===== src/rtl/otter_fb_arbiter.sv =====
// otter_fb_arbiter: single-port framebuffer RAM arbiter between the OTTER
// MEM stage and the VGA scan-out fetcher. VGA normally wins; a saturating
// wait counter forces a CPU grant after MAX_CPU_WAIT lost cycles. Read data
// from the synchronous RAM is steered back to whichever side issued the read.
module otter_fb_arbiter #(
  parameter int ADDR_W       = 12,
  parameter int DATA_W       = 8,
  parameter int MAX_CPU_WAIT = 4
) (
  input  logic              CLK,
  input  logic              RST_N,
  input  logic              CPU_RD,
  input  logic              CPU_WR,
  input  logic [ADDR_W-1:0] CPU_ADDR,
  input  logic [DATA_W-1:0] CPU_WDATA,
  output logic [DATA_W-1:0] CPU_RDATA,
  output logic              CPU_RVALID,
  output logic              CPU_STALL,
  input  logic              VGA_REQ,
  input  logic [ADDR_W-1:0] VGA_ADDR,
  output logic              VGA_GNT,
  output logic [DATA_W-1:0] VGA_RDATA,
  output logic              VGA_RVALID,
  output logic              MEM_EN,
  output logic              MEM_WE,
  output logic [ADDR_W-1:0] MEM_ADDR,
  output logic [DATA_W-1:0] MEM_WDATA,
  input  logic [DATA_W-1:0] MEM_RDATA
);

  localparam int WAIT_W = $clog2(MAX_CPU_WAIT + 1);
  localparam logic [WAIT_W-1:0] WAIT_LIMIT = WAIT_W'(MAX_CPU_WAIT);

  typedef enum logic {
    C_IDLE,
    C_RDWAIT
  } cpu_state_t;

  typedef enum logic [1:0] {
    OWN_NONE,
    OWN_CPU,
    OWN_VGA
  } owner_t;

  cpu_state_t        cpu_state;
  owner_t            owner;
  logic [WAIT_W-1:0] cpu_wait;

  logic cpu_req;
  logic cpu_write;
  logic cpu_eligible;
  logic cpu_pending;
  logic cpu_gnt;
  logic vga_gnt;

  // Decide who owns the RAM this cycle; nothing is granted while in reset.
  always_comb begin
    cpu_req      = CPU_RD | CPU_WR;
    cpu_write    = CPU_WR;
    cpu_pending  = RST_N && (cpu_state == C_IDLE) && cpu_req;
    cpu_eligible = cpu_pending;
    cpu_gnt      = cpu_eligible && (!VGA_REQ || (cpu_wait == WAIT_LIMIT));
    vga_gnt      = RST_N && VGA_REQ && !cpu_gnt;
  end

  // Drive the RAM port from the winning requester, or all zeros when idle.
  always_comb begin
    MEM_EN    = cpu_gnt | vga_gnt;
    MEM_WE    = cpu_gnt & cpu_write;
    MEM_ADDR  = '0;
    MEM_WDATA = '0;
    if (cpu_gnt) begin
      MEM_ADDR  = CPU_ADDR;
      MEM_WDATA = CPU_WDATA;
    end else if (vga_gnt) begin
      MEM_ADDR  = VGA_ADDR;
    end
  end

  // Pipeline freeze: a pending CPU access that lost, or a read that still
  // needs its data cycle. A granted write completes in place.
  always_comb begin
    CPU_STALL = cpu_pending && (!cpu_gnt || !cpu_write);
    VGA_GNT   = vga_gnt;
  end

  // Route last cycle's RAM read data to the side that issued it.
  always_comb begin
    CPU_RVALID = (owner == OWN_CPU);
    VGA_RVALID = (owner == OWN_VGA);
    CPU_RDATA  = (owner == OWN_CPU) ? MEM_RDATA : '0;
    VGA_RDATA  = (owner == OWN_VGA) ? MEM_RDATA : '0;
  end

  // CPU FSM: a granted read blocks re-issue for the one cycle in which the
  // pipeline is still holding CPU_RD while it picks up the returned data.
  always_ff @(posedge CLK or negedge RST_N) begin
    if (!RST_N) begin
      cpu_state <= C_IDLE;
    end else begin
      case (cpu_state)
        C_IDLE:   if (cpu_gnt && !cpu_write) cpu_state <= C_RDWAIT;
        C_RDWAIT: cpu_state <= C_IDLE;
        default:  cpu_state <= C_IDLE;
      endcase
    end
  end

  // Count consecutive lost cycles so the CPU cannot be starved by scan-out.
  always_ff @(posedge CLK or negedge RST_N) begin
    if (!RST_N) begin
      cpu_wait <= '0;
    end else if (!cpu_req || cpu_gnt) begin
      cpu_wait <= '0;
    end else if (cpu_pending && (cpu_wait != WAIT_LIMIT)) begin
      cpu_wait <= cpu_wait + 1'b1;
    end
  end

  // Remember who issued a read so the next cycle's data goes to them.
  always_ff @(posedge CLK or negedge RST_N) begin
    if (!RST_N) begin
      owner <= OWN_NONE;
    end else if (cpu_gnt && !cpu_write) begin
      owner <= OWN_CPU;
    end else if (vga_gnt) begin
      owner <= OWN_VGA;
    end else begin
      owner <= OWN_NONE;
    end
  end

endmodule


===== config.mk =====
export PLATFORM = sky130hd
export DESIGN_NAME = otter_fb_arbiter
export DESIGN_NICKNAME = d
export VERILOG_FILES = /design/src/rtl/otter_fb_arbiter.sv
export SDC_FILE = /design/constraint.sdc
export NUM_CORES = 1
export LEC_CHECK = 0
export ABC_AREA = 1
export CORE_ASPECT_RATIO = 0.6
export CORE_UTILIZATION = 23
export DETAILED_ROUTE_END_ITERATION = 10
export MAX_ROUTING_LAYER = met4
export PLACE_DENSITY = 0.86
export SYNTH_ARGS = -nofsm -noshare
export SYNTH_HDL_FRONTEND = slang
export SYNTH_SLANG_ARGS = --single-unit
export TNS_END_PERCENT = 30

===== constraint.sdc =====
create_clock -name CLK -period 1.4 [get_ports CLK]
set_input_delay 0.28 -clock CLK [delete_from_list [all_inputs] [get_ports CLK]]
set_output_delay 0.28 -clock CLK [all_outputs]
set_load 0.1 [all_outputs]

==> flow_metrics.tcl <==
set metrics [dict create \
    postPlaceCellArea_um2 2290 \
    vias 1208 \
    r2r-start "cpu_wait[0]$_DFFE_PN0P_" \
    portBuffers 86 \
    grt_pass1_wl_um 5070 \
    cap_viol_max_count 0 \
    ctsHoldBuffers 0 \
    core-area_um2 2870 \
    startpoint "cpu_wait[0]$_DFFE_PN0P_" \
    cts_tree "built" \
    drt_iter0_drc 21 \
    worst_pin_slew_ns 0.210 \
    cp-end-kind "output pin" \
    rsz0062_at_grt "yes" \
    fmax_mhz 516 \
    startpoint_type "flop" \
    violations "setup timing" \
    synth_cells 128 \
    dieArea_um2 3260 \
    vdd_ir_drop_max_uv 541 \
    cp_slowest_cell "dfrtp_1" \
    final_area_um2 2510 \
    hold_viol 0 \
    whs_ns 0.108 \
    r2r_slack_ns 0.05 \
    clk_path_buf_depth 2 \
    cts_buffers 3 \
    syn_nets 175 \
    start_util 0.242 \
    path_max_fanout 6 \
    layout_setup_ws_ns -0.539 \
    grt_pass1_vias 1163 \
    multi_input_area_um2 634 \
    crit_type "flop to output pin" \
    post-route-util 0.873 \
    yosysSeqAreaShare 0.216 \
    arrival_ns 1.66 \
    finalCritPeriodShare 1.38 \
    grt_usage 0.207 \
    drive_gt1_frac 0.506 \
    grt.overflow.total 0 \
    synth_cell_types 15 \
    clkLatencyLatePin_ns 0.22 \
    slew_headroom 0.860 \
    chipHeight_um 44.6 \
    cts_root_buf "clkbuf_8" \
    gp_congestion 0.741 \
    post-place-ws_ns -0.538 \
    power_density_nw_per_um2 662 \
    antenna_cells 0 \
    wl_per_cell_um 12.0 \
    viasPerCell 4.36 \
    place_hpwl_um 2580 \
    nets 284 \
    fillCellCount 151 \
    status "complete, but fails checks" \
    slew_violations 0 \
    syn_area_um2 696 \
    die_w_um 73 \
    clkSinkCount 6 \
    grt_max_degree 15 \
    io_pins 87 \
    first_pass_iters 4 \
    worstPathRequired_ns 1.12 \
    cp-endpoint "CPU_STALL" \
    reg2reg_depth 8 \
    rows 15 \
    final_antenna_net_count 0 \
    register_area_um2 151 \
    leakage_uw 0.00117 \
    post-route-min-period_ns 1.94 \
    cp_cell_sequence "inv_2 > ha_4 > nand2_4 > nand2_4 > nand3_4 > buf_12 > nor2_4 > nor2_4 > buf_12" \
    ys_seq_elements 6 \
    reg2reg_to "cpu_wait[1]$_DFFE_PN0P_" \
    antenna_found_initial 0 \
    hp-class "input port to asynchronous set/reset pin" \
    cp_slowest_stage_delay_ns 0.38 \
    clk_pin_slew_ns 0.04 \
    drt_wl_total_um 3320 \
    drcViolationCount 0 \
    skew_ns 0.00262 \
    avgSynthCellArea_um2 5.43 \
    synth_warnings 0 \
    htree_levels 1 \
    synthToLayoutAreaGrowth_pct 260 \
    setup_viol 40 \
]
registers in the layout (all words and copies together) (netlist names):
name       count
owner          2
cpu_wait       3
cpu_state      1
critical path, delay by kind of cell, from the launching register on:
kind | cells | cell delay (ns)
buffers and inverters | 3 | 0.44
adder cells (fa/ha/maj) | 1 | 0.14
flip-flops | 1 | 0.38
AND/OR/NAND/NOR | 5 | 0.45
repair_timing:
action / 4_1_cts / 5_1_grt
pin swaps: 2 / 3
setup endpoints to repair: 41 / 44
buffers inserted: 2 / 3
resized for setup: 14 / 24
cloned: 1 / 0
how the worst min path moves through the flow:
stage,endpoint,slack [ns],cells after the start
after floorplan,cpu_state$_DFF_PN0_,-0.02,0
after detailed placement,cpu_wait[0]$_DFFE_PN0P_,0.59,3
after global placement,cpu_wait[0]$_DFFE_PN0P_,0.58,3
final,cpu_state$_DFF_PN0_,0.11,3
after global routing,cpu_state$_DFF_PN0_,0.14,3
after CTS,cpu_state$_DFF_PN0_,0.45,3
placed cells by master, fill, tap and decap left out, drive strengths merged:
cell type / netlist / layout
a21oi: 1 / 1
buf: 5 / 65
clkbuf: 0 / 3
clkdlybuf4s50: 0 / 43
clkinv: 1 / 1
dfrtp: 6 / 6
dlymetal6s2s: 0 / 1
ha: 2 / 2
inv: 26 / 26
nand2: 34 / 34
nand3: 19 / 19
nor2: 33 / 33
xor2: 1 / 1
logic make-up after synthesis:
family,share of synthesized area
buf+inv,0.201
xor+xnor,0.0126
fa+ha+maj,0.0360
simple gates,0.527
compound gates,0.00719
flops,0.216
cells in the mapped netlist (all sizes together):
library cell / instances / share of area
a21oi: 1 / 0.0072
inv: 26 / 0.14
nand3: 19 / 0.15
ha: 2 / 0.036
nand2: 34 / 0.19
xor2: 1 / 0.013
clkinv: 1 / 0.0072
buf: 5 / 0.054
nor2: 33 / 0.19
dfrtp: 6 / 0.22
report_power, final:
part           leakage [µW]  switching [µW]  internal [µW]
registers         0.0000787            12.9            191
logic               0.00107             700            496
clock network     0.0000216            76.0            185
metal layers:
| metal | vias up | share of wire | track usage |
|---|---|---|---|
| li1 | 591 | - | - |
| met1 | 555 | 0.40 | 0.248 |
| met2 | 60 | 0.51 | 0.356 |
| met3 | 2 | 0.085 | 0.0433 |
| met4 | 0 | 0.0063 | 0.0588 |
| met5 | - | 0 | - |
per-stage QoR:
step / instances / setup TNS, ns / total power, µW
floorplan: 128 / -26.18 / 825
global route: 277 / -15.74 / 1720
finish: 277 / -13.49 / 1660
detailed placement: 268 / -13.19 / 1310
global placement: 268 / -12.34 / 1290
CTS: 274 / -13.87 / 1630
cell type report:
cell class / instances / area share
Timing Repair Buffer: 109 / 0.607
Sequential cell: 6 / 0.0604
Clock buffer: 3 / 0.0165
Tap cell: 42 / 0.0210
Inverter: 27 / 0.0424
Multi-Input combinational cell: 90 / 0.253
Note: power is estimated with default switching activity, not from simulation.
